File: config.mk
export PLATFORM = sky130hd
export DESIGN_NAME = frame_chan_sched
export DESIGN_NICKNAME = d
export VERILOG_FILES = /design/src/rtl/frame_chan_sched.sv
export SDC_FILE = /design/constraint.sdc
export NUM_CORES = 1
export LEC_CHECK = 0
export ABC_CLOCK_PERIOD_IN_PS = 4700
export BUFFER_PORTS_ARGS = -buffer_cell sky130_fd_sc_hd__buf_4
export CAP_MARGIN = 30
export CORE_AREA = 2 2 77 79
export CTS_CLUSTER_DIAMETER = 120
export DETAILED_ROUTE_END_ITERATION = 7
export DIE_AREA = 0 0 79 81
export HOLD_SLACK_MARGIN = 0.08
export PLACE_DENSITY = 0.68
export SYNTH_ARGS = -nofsm -noshare
export SYNTH_HDL_FRONTEND = slang
export SYNTH_SLANG_ARGS = --single-unit
File: constraint.sdc
create_clock -name clk -period 4.7 [get_ports clk]
set_clock_uncertainty 0.2 [all_clocks]
set_input_delay 0 -clock clk [delete_from_list [all_inputs] [get_ports clk]]
set_output_delay 0 -clock clk [all_outputs]
set_load 0.1 [all_outputs]
File: src/rtl/frame_chan_sched.sv
// Round-robin scheduler sharing one byte-wide FIFO write port among NCH frame sources.
// Optional idle-byte watchdog enabled by defining FRAME_CHAN_SCHED_TIMEOUT_EN.
module frame_chan_sched #(
    parameter int NCH         = 4,
    parameter int FRAME_LEN   = 512,
    parameter int TIMEOUT_CYC = 1024
) (
    input  logic               clk,
    input  logic               reset,
    input  logic [NCH-1:0]     chan_mask,
    input  logic               stop_req,
    input  logic [NCH-1:0]     req,
    output logic [NCH-1:0]     gnt,
    input  logic [8*NCH-1:0]   ch_dat,
    input  logic [NCH-1:0]     ch_en,
    input  logic               fifo_full_h,
    output logic [7:0]         dat_out,
    output logic               en_out,
    output logic [2:0]         cur_ch,
    output logic               busy,
    output logic               frame_done,
    output logic               err_stray,
    output logic               timeout
);

    // state | meaning
    // IDLE  | parked; waits for stop_req low
    // ARB   | picks next eligible channel after cur_ch once FIFO has room
    // XFER  | forwards granted channel bytes until FRAME_LEN accepted
    // GAP   | one dead cycle between frames
    typedef enum logic [1:0] {IDLE, ARB, XFER, GAP} state_t;

    localparam logic [15:0] LAST_BYTE = 16'(FRAME_LEN - 1);

    if (NCH < 2 || NCH > 8) begin : g_bad_nch
        $error("frame_chan_sched: NCH out of range");
    end
    if (FRAME_LEN < 2 || FRAME_LEN > 65535) begin : g_bad_len
        $error("frame_chan_sched: FRAME_LEN out of range");
    end
    if (TIMEOUT_CYC < 1 || TIMEOUT_CYC > 65536) begin : g_bad_to
        $error("frame_chan_sched: TIMEOUT_CYC out of range");
    end

    state_t         state;
    logic [15:0]    cnt;
    logic [NCH-1:0] eligible;
    logic [2:0]     pick;
    logic [2:0]     pick_hi;
    logic [2:0]     pick_lo;
    logic           found_hi;
    logic           found_lo;
    logic [NCH-1:0] pick_oh;
    logic           sel_en;
    logic [7:0]     sel_dat;

    assign eligible = req & chan_mask;

    // Round-robin: lowest eligible index above cur_ch, else wrap to lowest eligible overall.
    always_comb begin
        pick_hi  = 3'd0;
        pick_lo  = 3'd0;
        found_hi = 1'b0;
        found_lo = 1'b0;
        pick_oh  = '0;
        sel_en   = 1'b0;
        sel_dat  = 8'd0;
        for (int i = 0; i < NCH; i++) begin
            if (!found_hi && eligible[i] && (3'(i) > cur_ch)) begin
                pick_hi  = 3'(i);
                found_hi = 1'b1;
            end
            if (!found_lo && eligible[i]) begin
                pick_lo  = 3'(i);
                found_lo = 1'b1;
            end
        end
        pick = found_hi ? pick_hi : pick_lo;
        for (int i = 0; i < NCH; i++) begin
            pick_oh[i] = (pick == 3'(i));
            if (cur_ch == 3'(i)) begin
                sel_en  = ch_en[i] & gnt[i];
                sel_dat = ch_dat[8*i +: 8];
            end
        end
    end

    assign busy = (state == XFER) || (state == GAP) || (|gnt);

`ifdef FRAME_CHAN_SCHED_TIMEOUT_EN
    localparam logic [15:0] WD_LAST = 16'(TIMEOUT_CYC - 1);
    logic [15:0] wd;

    always_ff @(posedge clk) begin
        if (reset) begin
            wd      <= 16'd0;
            timeout <= 1'b0;
        end else begin
            timeout <= 1'b0;
            if (state == ARB || sel_en) begin
                wd <= 16'd0;
            end else if (state == XFER) begin
                if (wd == WD_LAST) begin
                    timeout <= 1'b1;
                end else begin
                    wd <= wd + 16'd1;
                end
            end
        end
    end
`else
    assign timeout = 1'b0;
`endif

    always_ff @(posedge clk) begin
        if (reset) begin
            state      <= IDLE;
            gnt        <= '0;
            dat_out    <= 8'd0;
            en_out     <= 1'b0;
            cur_ch     <= 3'(NCH - 1);
            frame_done <= 1'b0;
            err_stray  <= 1'b0;
            cnt        <= 16'd0;
        end else begin
            frame_done <= 1'b0;
            en_out     <= 1'b0;
            // Any byte offered without its grant is flagged and dropped.
            err_stray  <= err_stray | (|(ch_en & ~gnt));
            case (state)
                IDLE: begin
                    if (!stop_req) state <= ARB;
                end
                ARB: begin
                    if (!fifo_full_h && (|eligible)) begin
                        gnt    <= pick_oh;
                        cur_ch <= pick;
                        cnt    <= 16'd0;
                        state  <= XFER;
                    end else if (stop_req) begin
                        state <= IDLE;
                    end
                end
                XFER: begin
                    dat_out <= sel_dat;
                    en_out  <= sel_en;
                    if (sel_en) begin
                        cnt <= cnt + 16'd1;
                        if (cnt == LAST_BYTE) begin
                            gnt        <= '0;
                            frame_done <= 1'b1;
                            state      <= GAP;
                        end
                    end
`ifdef FRAME_CHAN_SCHED_TIMEOUT_EN
                    else if (wd == WD_LAST) begin
                        gnt   <= '0;
                        state <= GAP;
                    end
`endif
                end
                GAP: begin
                    state <= stop_req ? IDLE : ARB;
                end
                default: state <= IDLE;
            endcase
        end
    end

endmodule

# --- Word-level counts from Yosys, hierarchy flattened ---
# Index checks and enable logic that the tools add are counted.
word_totals:
  reg_bits: 36
  input_bits: 48
  word_cells: 108
op_classes:
  addsub: 1
  n_lt_le_gt_ge: 4
  n_eq_ne: 15
  muxes: 37
  bitwise: 10
  n_reduce_logical: 33
op_table:
  columns: ["cell", "count"]
  rows:
  - ["$mux 16", 2]
  - ["$mux 8", 4]
  - ["$pmux 16 s2", 1]
  - ["$add 16x1->16 const B", 1]
  - ["$eq 16x9->1 const B", 1]
  - ["$mux 1", 15]
  - ["$mux 3", 5]
  - ["$eq 3x2->1 const B", 4]
  - ["$mux 4", 3]
  - ["$reduce_or 4->1", 3]
  - ["$logic_and 1x1->1", 11]
  - ["$mux 2", 5]
  - ["$and 4x4->4", 2]
  - ["$pmux 2 s4", 1]
  - ["$pmux 4 s2", 1]
  - ["$reduce_and 4->1", 2]
  - ["$logic_not 1->1", 7]
  - ["$eq 3x1->1 const B", 2]
  - ["$gt 1x3->1 const A", 2]
  - ["$gt 2x3->1 const A", 2]
  - ["$logic_not 3->1", 2]
  - ["$ne 2x2->1 const B", 3]
  - ["$and 1x1->1", 4]
  - ["$eq 2x2->1 const B", 2]
  - ["other kinds (13)", 15]

# --- Logic depth before layout (Yosys ltp) ---
# Gate-level depths: netlist (run 1).
depth:
  word_depth: 19
  depth_mapped: 8
  depth_no_buf: 6

# --- Worst setup path after synthesis (run 1) ---
# Ideal clock, no wire load.
synth_timing:
  path_type: "reg-to-reg"
  start: "register cur_ch[1]"
  end: "register cnt[6]"
  setup_time_ns: 0.070
  t_arrival_ns: 2.382
  required_ns: 4.430
  path_slack_ns: 2.047
  path_stages_with_launch: 7
  n_path_buf: 1
  path_cell_list: "dfxtp_1 and4b_1 a41oi_1 and3_4 buf_6 or4_1 a21oi_1"
synth_between:
  elab_chain_len: 7
  elab_cells_between_ends: 10
synth_rtl:
  columns: ["element", "line", "source"]
  rows:
  - ["start: declaration", "19", "output logic [2:0] cur_ch,"]
  - ["start signal: assignment", "121", "cur_ch <= 3'(NCH - 1);"]
  - ["start signal: assignment", "137", "cur_ch <= pick;"]
  - ["$logic_not 3->1", "81", "if (cur_ch == 3'(i)) begin"]
  - ["$mux 1 (3 in a row)", "81", null]
  - ["$mux 1 (*)", "81", null]
  - ["$ne 2x2->1 (no source line) (*)", null, null]
  - ["$reduce_and 3->1 (no source line) (*)", null, null]
  - ["end signal: assignment", "148", "cnt <= cnt + 16'd1;"]
  - ["end: declaration", "46", "logic [15:0] cnt;"]
# Mark *: on every way between the ends. The rest lies on a longest branch, timed or not.
# A chain may end at the register's enable or synchronous reset.

# --- Final worst setup path (run 1) ---
layout_timing:
  start: "register cur_ch[0]"
  end: "register dat_out[6]"
layout_between:
  elab_chain_len: 5
  elab_cells_between_ends: 8
layout_rtl:
  columns: ["element", "line", "source"]
  rows:
  - ["$logic_not 3->1", "81", null]
  - ["$mux 8 (3 in a row)", "81", null]
  - ["$mux 8 (*)", "81", null]
  - ["end signal: assignment", "145", "dat_out <= sel_dat;"]
  - ["end: declaration", "17", "output logic [7:0] dat_out,"]
# Marked as above.

==> flow_summary.toml, run 1 <==
[outcome]
status = "finished clean"

[clocking]
clk_path_buf_depth = 2
clkTransAtPathRegs_ns = 0.07
post-cts-setup-buffers = 0
cts_buffers = 5
cts-root-buf = "clkbuf_8"
cts_tree = "built"
htreeDepth = 2
cts_sinks = 35
clk_latency_ns = 0.29

[worst_setup_path]
r2r_setup_slack_ns = 2.16
rr_worst_depth = 4
crit_end = "dat_out[6]"
worstPathRequired_ns = 4.67
arrival_ns = 2.51
r2r_start = "cur_ch[0]"
timing.rr.end = "dat_out[6]"
crit_fanout = 17
worstSetupEndpointType = "register"
cp-startpoint = "cur_ch[0]"
path_class = "register to register"
cp-start-kind = "register"

[logic_synthesis]
synth_edf_count = 0
syn_avg_cell_area_sq_um = 9.098
synth_seq_cells = 35
syn-instance-count = 236
synthFlopType = "dfxtp_1"
yosysSeqAreaShare_pct = 32.63
yosys_warnings = 0
syn_area_sq_um = 2147
async_flop_share_pct = 0
synth_cell_types = 45

[global_routing]
grt_max_degree = 39
met2_usage_pct = 32.80
use_met3_pct = 5.778
grt_pass1_vias = 2149
antenna_found_initial = 0
grt_overflow = 0
busiest_layer = "met2"
grt_usage_pct = 18.37
use_met1_pct = 21.45
grt_first_pass_wirelength_mm = 9.459

[die]
dieArea_sq_um = 6399
io_pins = 68
start_util_pct = 37.83
chipHeight_um = 81
rows = 28
core_sq_um = 5675
fp.dieW_um = 79

[finish]
antenna-diode-count = 0
drive_gt1_share_pct = 29.81
area_delta_synth_final_pct = 40.44
final_core_util_pct = 53.13
final_nets = 375
n_fill_cell = 545
fin_cells = 397
final_cell_mix = "65 x buf_4, 35 x dfxtp_1, 27 x dlygate4sd3_1, 17 x nor2_1, 16 x mux2i_1"
final_common_cell = "buf_4"

[routing]
routedWlPerCell_um = 13.52
drc = 0
ant_nets = 0
drt_iter0_drc = 104
drt_wl_total_mm = 5.367
drt_pass1_iterations = 4
via_per_inst = 5.373
num_vias = 2133

[timing]
rsz0062_at_grt = "no"
tightest_slew_ns = 0.8694
fmax_ghz = 0.3937
fin_crit_sh_pct = 54.04
finalSetupViolations = 0
slew_headroom_pct = 42.03
finalSetupTns_ns = 0
fin_crit_ns = 2.540
slew_violations = 0
hold_viol_final = 0

[power]
irDropWorstVdd_mv = 0.1248
power.leakage_nw = 1.168
p_per_area_nw_per_um2 = 265.1

[hold_path]
min-delay-path-class = "primary input to register"

[placed_design]
portBuffers = 65
dp_hpwl_mm = 3.682
placedCellCount = 363
routabilityCongestion = 0.7839

[job]
drv_cap = 0
==> kinds of logic (layout without fill, tap and decap cells) <==
kind of cell,after synthesis,in the layout,share of synthesized area [%]
fa+ha+maj,5,5,2.914
mux,25,25,16.37
flops,35,35,32.63
simple gates,100,100,27.10
other cells,1,2,0.1747
buf+inv,26,111,5.594
compound gates,44,44,15.21
==> state kept, by name (all words and copies together), names as in the netlist, named ones only <==
register,cells
en_out,1
frame_done,1
gnt,4
state,1
dat_out,8
cur_ch,2
cnt,16
err_stray,1
==> stage by stage <==
step	instance area [sq um]	power, mW	setup WS [ns]	hold WS (ns)
final	3015	0.7993	2.160	0.1243
after global routing	3015	0.8400	1.935	0.1758
after CTS	3015	0.8030	2.163	0.1244
after detailed placement	2658	0.5553	2.201	0.1124
after global placement	2658	0.5528	2.246	0.09186
after floorplan	2151	0.4948	2.047	-0.01741
==> report_power, final <==
part / leakage, nW / internal, mW / switching (mW)
clock: 0.0470 / 0.115 / 0.109
combinational: 0.838 / 0.110 / 0.145
sequential: 0.283 / 0.304 / 0.0168
==> cells in the mapped netlist (4+ instances only) <==
master	number	area (sq um)
clkbuf_1	6	22.52
or4_1	6	45.04
nand3_1	10	50.05
or3_1	4	25.02
o21ai_0	4	20.02
dfxtp_1	35	700.7
nor3_1	8	40.04
nor2_1	17	63.81
inv_1	12	45.04
and2_1	4	25.02
a21oi_1	12	60.06
ha_1	5	62.56
or3b_2	9	78.83
o31ai_1	6	45.04
nor4_1	5	31.28
o2bb2ai_1	4	35.03
nand2_1	15	56.30
nand3b_1	10	75.07
mux2i_1	16	160.2
and3_1	4	25.02
mux4_2	8	180.2
==> per-layer routing <==
layer  vias up  part of all wire [%]
li1       1053                     -
met5         -                     0
met4         0                  0.95
met3         9                   6.0
met2        70                    49
met1      1001                    44
==> cell type report <==
cell class	instances	area [sq um]	area share, %
clock buffer	6	82.58	2.739
inverter	12	45.04	1.494
sequential	35	700.7	23.24
multi-input combinational	176	1330	44.11
timing repair buffer	92	758.2	25.15
tap	75	93.84	3.112
clock inverter	1	5.005	0.1660
==> worst min-delay path by stage <==
stage / startpoint / to / depth (start not counted)
finish: chan_mask[3] / cur_ch[0] / 6
global route: req[2] / cur_ch[0] / 5
CTS: chan_mask[3] / cur_ch[0] / 6
detailed placement: ch_en[3] / err_stray / 3
global placement: ch_en[3] / err_stray / 3
floorplan: ch_en[3] / err_stray / 2
==> worst max-delay path, stage by stage (launching register included) <==
cell and delay, ns:
dfxtp_1 0.84, mux4_2 0.60, dlygate4sd3_1 0.58, mux2i_1 0.15, nor2_1 0.05
==> repair_timing <==
item                                   CTS  global route
resized for setup                        0             0
endpoints found under the hold margin   26             0
hold buffers                            27             0
Note: power is estimated with default switching activity, not from simulation.
==> run 2, diff against run 1 <==
ABC_AREA = 1   (was default)
ABC_CLOCK_PERIOD_IN_PS = 2600   (was 4700)
CORE_AREA = 2 2 80 82   (was 2 2 77 79)
DIE_AREA = 0 0 82 84   (was 0 0 79 81)
PLACE_DENSITY = 0.67   (was 0.68)
clock period = 2.6 ns   (was 4.7 ns; I/O delays follow)
==> flow_summary.toml, run 2 <==
[timing]
finalSetupTns_ns = 0
setup_ws_ns = 0.3270
fin_crit_ns = 2.273
fin_crit_sh_pct = 87.42
finalSetupViolations = 0
hold-worst-slack_ns = 0.1207
hold_viol_final = 0
slew_violations = 0
fmax_ghz = 0.4400
rsz0062_at_grt = "no"

[global_routing]
antenna_found_initial = 0
grt_max_degree = 26
grt_usage_pct = 18.57
grt_first_pass_wirelength_mm = 10.15
grt_overflow = 0
grt_pass1_vias = 2290

[logic_synthesis]
syn_area_sq_um = 2313
synth_seq_cells = 35
synthFlopType = "dfxtp_1"
synth_area_leaders = "dfxtp_1 30%, nand2_1 13%, nor2_1 6.8%"
yosysTopAreaCellShare_pct = 30.29
synthMostInstantiatedCell = "nand2_1"
yosys_warnings = 0
syn-instance-count = 341
yosysSeqAreaShare_pct = 30.29
synth_common_cells = "82 x nand2_1, 42 x nor2_1, 35 x dfxtp_1, 27 x inv_1, 23 x nand3_1"
synth_top_area_cell = "dfxtp_1"
async_flop_share_pct = 0
synth_cell_types = 37
synth_edf_count = 0
syn_avg_cell_area_sq_um = 6.784

[finish]
antenna-diode-count = 0
final_cell_mix = "82 x nand2_1, 66 x buf_4, 42 x nor2_1, 34 x dfxtp_1, 27 x inv_1"
fin_cells = 504
final_nets = 479
drive_gt1_share_pct = 27.40
reg.largest.list = "cnt: 16 flops, dat_out: 8 flops, gnt: 4 flops"
n_fill_cell = 600
multi_input_area_sq_um = 1395
seqCellArea_sq_um = 701.9
largest_reg_flops = 16
top_register = "cnt"
area_delta_synth_final_pct = 37.86
final_common_cell = "nand2_1"

[worst_setup_path]
arrival_ns = 2.29
path_class = "register to register"
worstSetupEndpointType = "register"
cp-start-kind = "register"
rr_worst_depth = 9
timing.rr.end = "cnt[0]"
crit_fanout = 10
r2r_start = "cur_ch[1]"
worstPathRequired_ns = 2.62
r2r_setup_slack_ns = 0.33

[power]
power.leakage_nw = 1.376
irDropWorstVdd_mv = 1.140
finalPower_mw = 2.651
p_per_area_nw_per_um2 = 831.1

[hold_path]
min_from = "chan_mask[1]"
worstHoldEndpoint = "cur_ch[1]"
min-delay-path-class = "primary input to register"
hold_path_depth = 6

[clocking]
clk_path_buf_depth = 2
cts_sinks = 35
clkTransAtPathRegs_ns = 0.08
cts-root-buf = "clkbuf_8"
clk_latency_ns = 0.29
cts_buffers = 5
post-cts-setup-buffers = 0
htreeDepth = 2
cts_tree = "built"

[routing]
drc = 0
routedWlPerCell_um = 12.51
drt_iter0_drc = 131
num_vias = 2477
drt_wl_total_mm = 6.307
drt_pass1_iterations = 4
via_per_inst = 4.915
ant_nets = 0

[placed_design]
routabilityCongestion = 0.8046
dp_hpwl_mm = 4.574
placedCellCount = 471
place_ws_ns = 0.5311
portBuffers = 65

[die]
fp.dieW_um = 82
dieArea_sq_um = 6888
io_pins = 68
core_sq_um = 6096
rows = 29
chipHeight_um = 84
start_util_pct = 37.95

[job]
drv_cap = 0

[outcome]
status = "finished clean"
run 2: cell types whose count changed after synthesis, sizes merged, moves of 7 or more:
cell / before / now
nand2: 15 / 96
nor2: 17 / 49
a221oi: 0 / 8
xor2: 0 / 8
o21ai: 6 / 13
nand3: 10 / 26
mux2i: 16 / 0
inv: 12 / 32
or3b: 9 / 0
a21oi: 12 / 32
mux4: 8 / 0
nand3b: 10 / 0
run 2: worst max path at each step:
stage,slack [ns],start,depth (start not counted),endpoint
after floorplan,0.15,cur_ch[0],11,cnt[11]
after global placement,0.59,cur_ch[0],9,gnt[1]
after detailed placement,0.53,cur_ch[0],9,gnt[2]
after CTS,0.15,cur_ch[0],9,cnt[0]
after global routing,0.19,state[0],6,busy
final,0.33,cur_ch[1],9,cnt[0]
run 2: kinds of logic after synthesis:
kind of cell	count (synthesis)	share of synthesized area, %
xor gates and xnor gates	9	3.407
DFF	35	30.29
adders and majority gates	5	2.704
buffers and inverters	47	9.572
AOI/OAI and AO/OA	60	16.55
and+or+nand+nor	184	37.32
other	1	0.1621
run 2: layer usage:
metal	track usage [%]	part of all wire, %	up-vias
li1	-	-	1284
met1	22.21	43	1108
met2	32.52	48	76
met3	4.004	7.1	9
met4	5.455	1.5	0
met5	0	0	-
run 2: stage by stage:
stage	area [sq um]	util [%]
detailed placement	2820	46.26
CTS	3188	52.30
global placement	2820	46.26
global route	3189	52.32
finish	3189	52.32
floorplan	2317	-
run 2: power by group:
part           switching (mW)  internal (mW)  total, mW
clock                   0.207          0.310      0.517
sequential             0.0731          0.606      0.679
combinational            1.06          0.397       1.45
run 2: area by class of cell:
cell class | instances | area share [%]
well taps | 77 | 3.021
multi-input cells | 260 | 43.74
clock inverters | 2 | 1.098
clock buffers | 6 | 2.589
inverters | 33 | 4.158
flip-flops and latches | 35 | 22.01
repair buffers | 91 | 23.38
run 2: repair_timing:
item,4_1_cts,5_1_grt
hold buffers,25,0
endpoints found under the hold margin,34,0
endpoints found under the setup margin,0,2
gates resized for setup,0,1
run 2: worst max-delay path: stages, from the launching register on:
cell	delay [ns]
dfxtp_1	0.45
inv_4	0.13
nor2_8	0.17
nand3_2	0.10
nand3_2	0.11
dlygate4sd3_1	0.56
nand2_1	0.08
nor2_1	0.13
o21ai_0	0.10
a21oi_1	0.15
==> run 3, diff against run 2 <==
ABC_CLOCK_PERIOD_IN_PS = default   (was 2600)
RECOVER_POWER = 100   (was default)
==> flow_summary.toml, run 3 (synthesized netlist as in run 2, its figures left out) <==
[routing]
drt_pass1_iterations = 4
num_vias = 2462
via_per_inst = 4.885
highest_layer = "met4"
ant_nets = 0
wl_met1_mm = 2.791
drc = 0
drt_iter0_drc = 118
drt_wl_total_mm = 6.344
met2_length_mm = 3.044
routedWlPerCell_um = 12.59
met3_length_um = 403

[worst_setup_path]
cp-start-kind = "register"
rr_worst_depth = 10
cp_cell_sequence = "inv_4, nand2_1, nor2_1, nor2_4, nand3_2, dlygate4sd3_1, nand2_1, nor2_1, o21ai_0, a21oi_1"
r2r_setup_slack_ns = 0.29
worstSetupEndpointType = "register"
worstPathRequired_ns = 2.62
path_class = "register to register"
crit_fanout = 10
timing.rr.end = "cnt[0]"
worst-path-buf-inv = 2
crit_slowest_cell = "dlygate4sd3_1"
arrival_ns = 2.33
r2r_start = "cur_ch[1]"
cpPeakStageDelay_ns = 0.56
critical-path-top-delay-family = "buffers and inverters"

[job]
drv_cap = 0

[hold_path]
worstHoldEndpoint = "gnt[1]"
min-delay-path-class = "primary input to register"
min_from = "chan_mask[3]"
hold_path_depth = 7

[die]
io_pins = 68
fp.dieW_um = 82
start_util_pct = 37.95
dieArea_sq_um = 6888
chipHeight_um = 84
rows = 29
core_sq_um = 6096

[placed_design]
placedCellCount = 471
portBuffers = 65
routabilityCongestion = 0.8046
dp_hpwl_mm = 4.574

[timing]
rsz0062_at_grt = "no"
fmax_ghz = 0.4330
slew_headroom_pct = 19.78
hold_viol_final = 0
fin_crit_sh_pct = 88.83
finalSetupViolations = 0
slew_violations = 0
fin_crit_ns = 2.310
tightest_slew_ns = 1.209
finalSetupTns_ns = 0

[finish]
final_nets = 479
antenna-diode-count = 0
largest_reg_flops = 16
drive_gt1_share_pct = 20.61
top_register = "cnt"
final_cell_mix = "90 x nand2_1, 48 x buf_4, 44 x nor2_1, 34 x dfxtp_1, 29 x inv_1"
area_delta_synth_final_pct = 33.69
reg.largest.list = "cnt: 16 flops, dat_out: 8 flops, gnt: 4 flops"
fin_cells = 504
final_common_cell = "nand2_1"

[power]
p_per_area_nw_per_um2 = 827.6
power.leakage_nw = 1.305
irDropWorstVdd_mv = 1.034

[clocking]
htreeDepth = 2
cts-root-buf = "clkbuf_8"
cts_sinks = 35
clkTransAtPathRegs_ns = 0.08
cts_buffers = 5
clk_path_buf_depth = 2
clk_latency_ns = 0.29
cts_tree = "built"

[global_routing]
grt_first_pass_wirelength_mm = 10.15
grt_max_degree = 26
grt_usage_pct = 18.57
antenna_found_initial = 0
grt_pass1_vias = 2290
grt_overflow = 0

[outcome]
status = "finished clean"
==> run 3: changes by cell type in the layout (fill, tap and decap cells not counted), moves of 2 or more <==
cell,previous run,this run
buf_4,66,48
clkbuf_1,0,17
inv_1,27,29
nand2_1,82,90
nand2_2,13,5
nor2_1,42,44
nor2_2,3,1
==> run 3: layout make-up <==
| class | instances | area [sq um] |
|---|---|---|
| repair buffers | 91 | 679.4 |
| multi-input cells | 260 | 1370 |
| clock buffers | 6 | 82.58 |
| fillers | 636 | 3003 |
| clock inverters | 2 | 35.03 |
| inverters | 33 | 127.6 |
| flip-flops and latches | 35 | 701.9 |
| well taps | 77 | 96.34 |
==> run 3: metal layers <==
metal  global-route usage [%]  vias up
met5                        0        -
met2                    32.52       65
met1                    22.21     1106
met3                    4.004        9
met4                    5.455        0
li1                         -     1282
==> run 3: repair_timing <==
item,CTS,global route
hold buffers,25,0
endpoints found under the setup margin,0,2
hold endpoints to repair,34,0
resized for setup,0,1
setup buffers,0,0
==> run 3: how the worst max path moves through the flow <==
stage	end	depth (start not counted)	startpoint
after CTS	cnt[0]	9	cur_ch[0]
after detailed placement	gnt[2]	9	cur_ch[0]
after floorplan	cnt[11]	11	cur_ch[0]
after global routing	cnt[0]	9	cur_ch[0]
after global placement	gnt[1]	9	cur_ch[0]
final	cnt[0]	10	cur_ch[1]
==> run 3: stage by stage <==
stage | util, % | hold slack [ns] | instance area [sq um] | worst slack, ns | power, mW
final | 50.74 | 0.1177 | 3093 | 0.2905 | 2.560
after global routing | 50.74 | 0.1557 | 3093 | 0.1387 | 2.709
after CTS | 52.30 | 0.1046 | 3188 | 0.1466 | 2.671
after detailed placement | 46.26 | 0.07012 | 2820 | 0.5311 | 2.076
after global placement | 46.26 | 0.06901 | 2820 | 0.5861 | 2.066
after floorplan | - | -0.03752 | 2317 | 0.1515 | 1.829
==> run 3: worst min-delay path: stages <==
cell and delay, ns:
buf_4 0.12, nand2_1 0.07, o21ai_0 0.08, nand3_1 0.08, nand2_1 0.09, nand2_1 0.08
a21oi_1 0.06
==> run 3: power by group <==
| group | switching, mW | internal [mW] |
|---|---|---|
| clock network | 0.206 | 0.310 |
| registers | 0.0733 | 0.606 |
| logic | 1.03 | 0.331 |
| total | 1.31 | 1.25 |
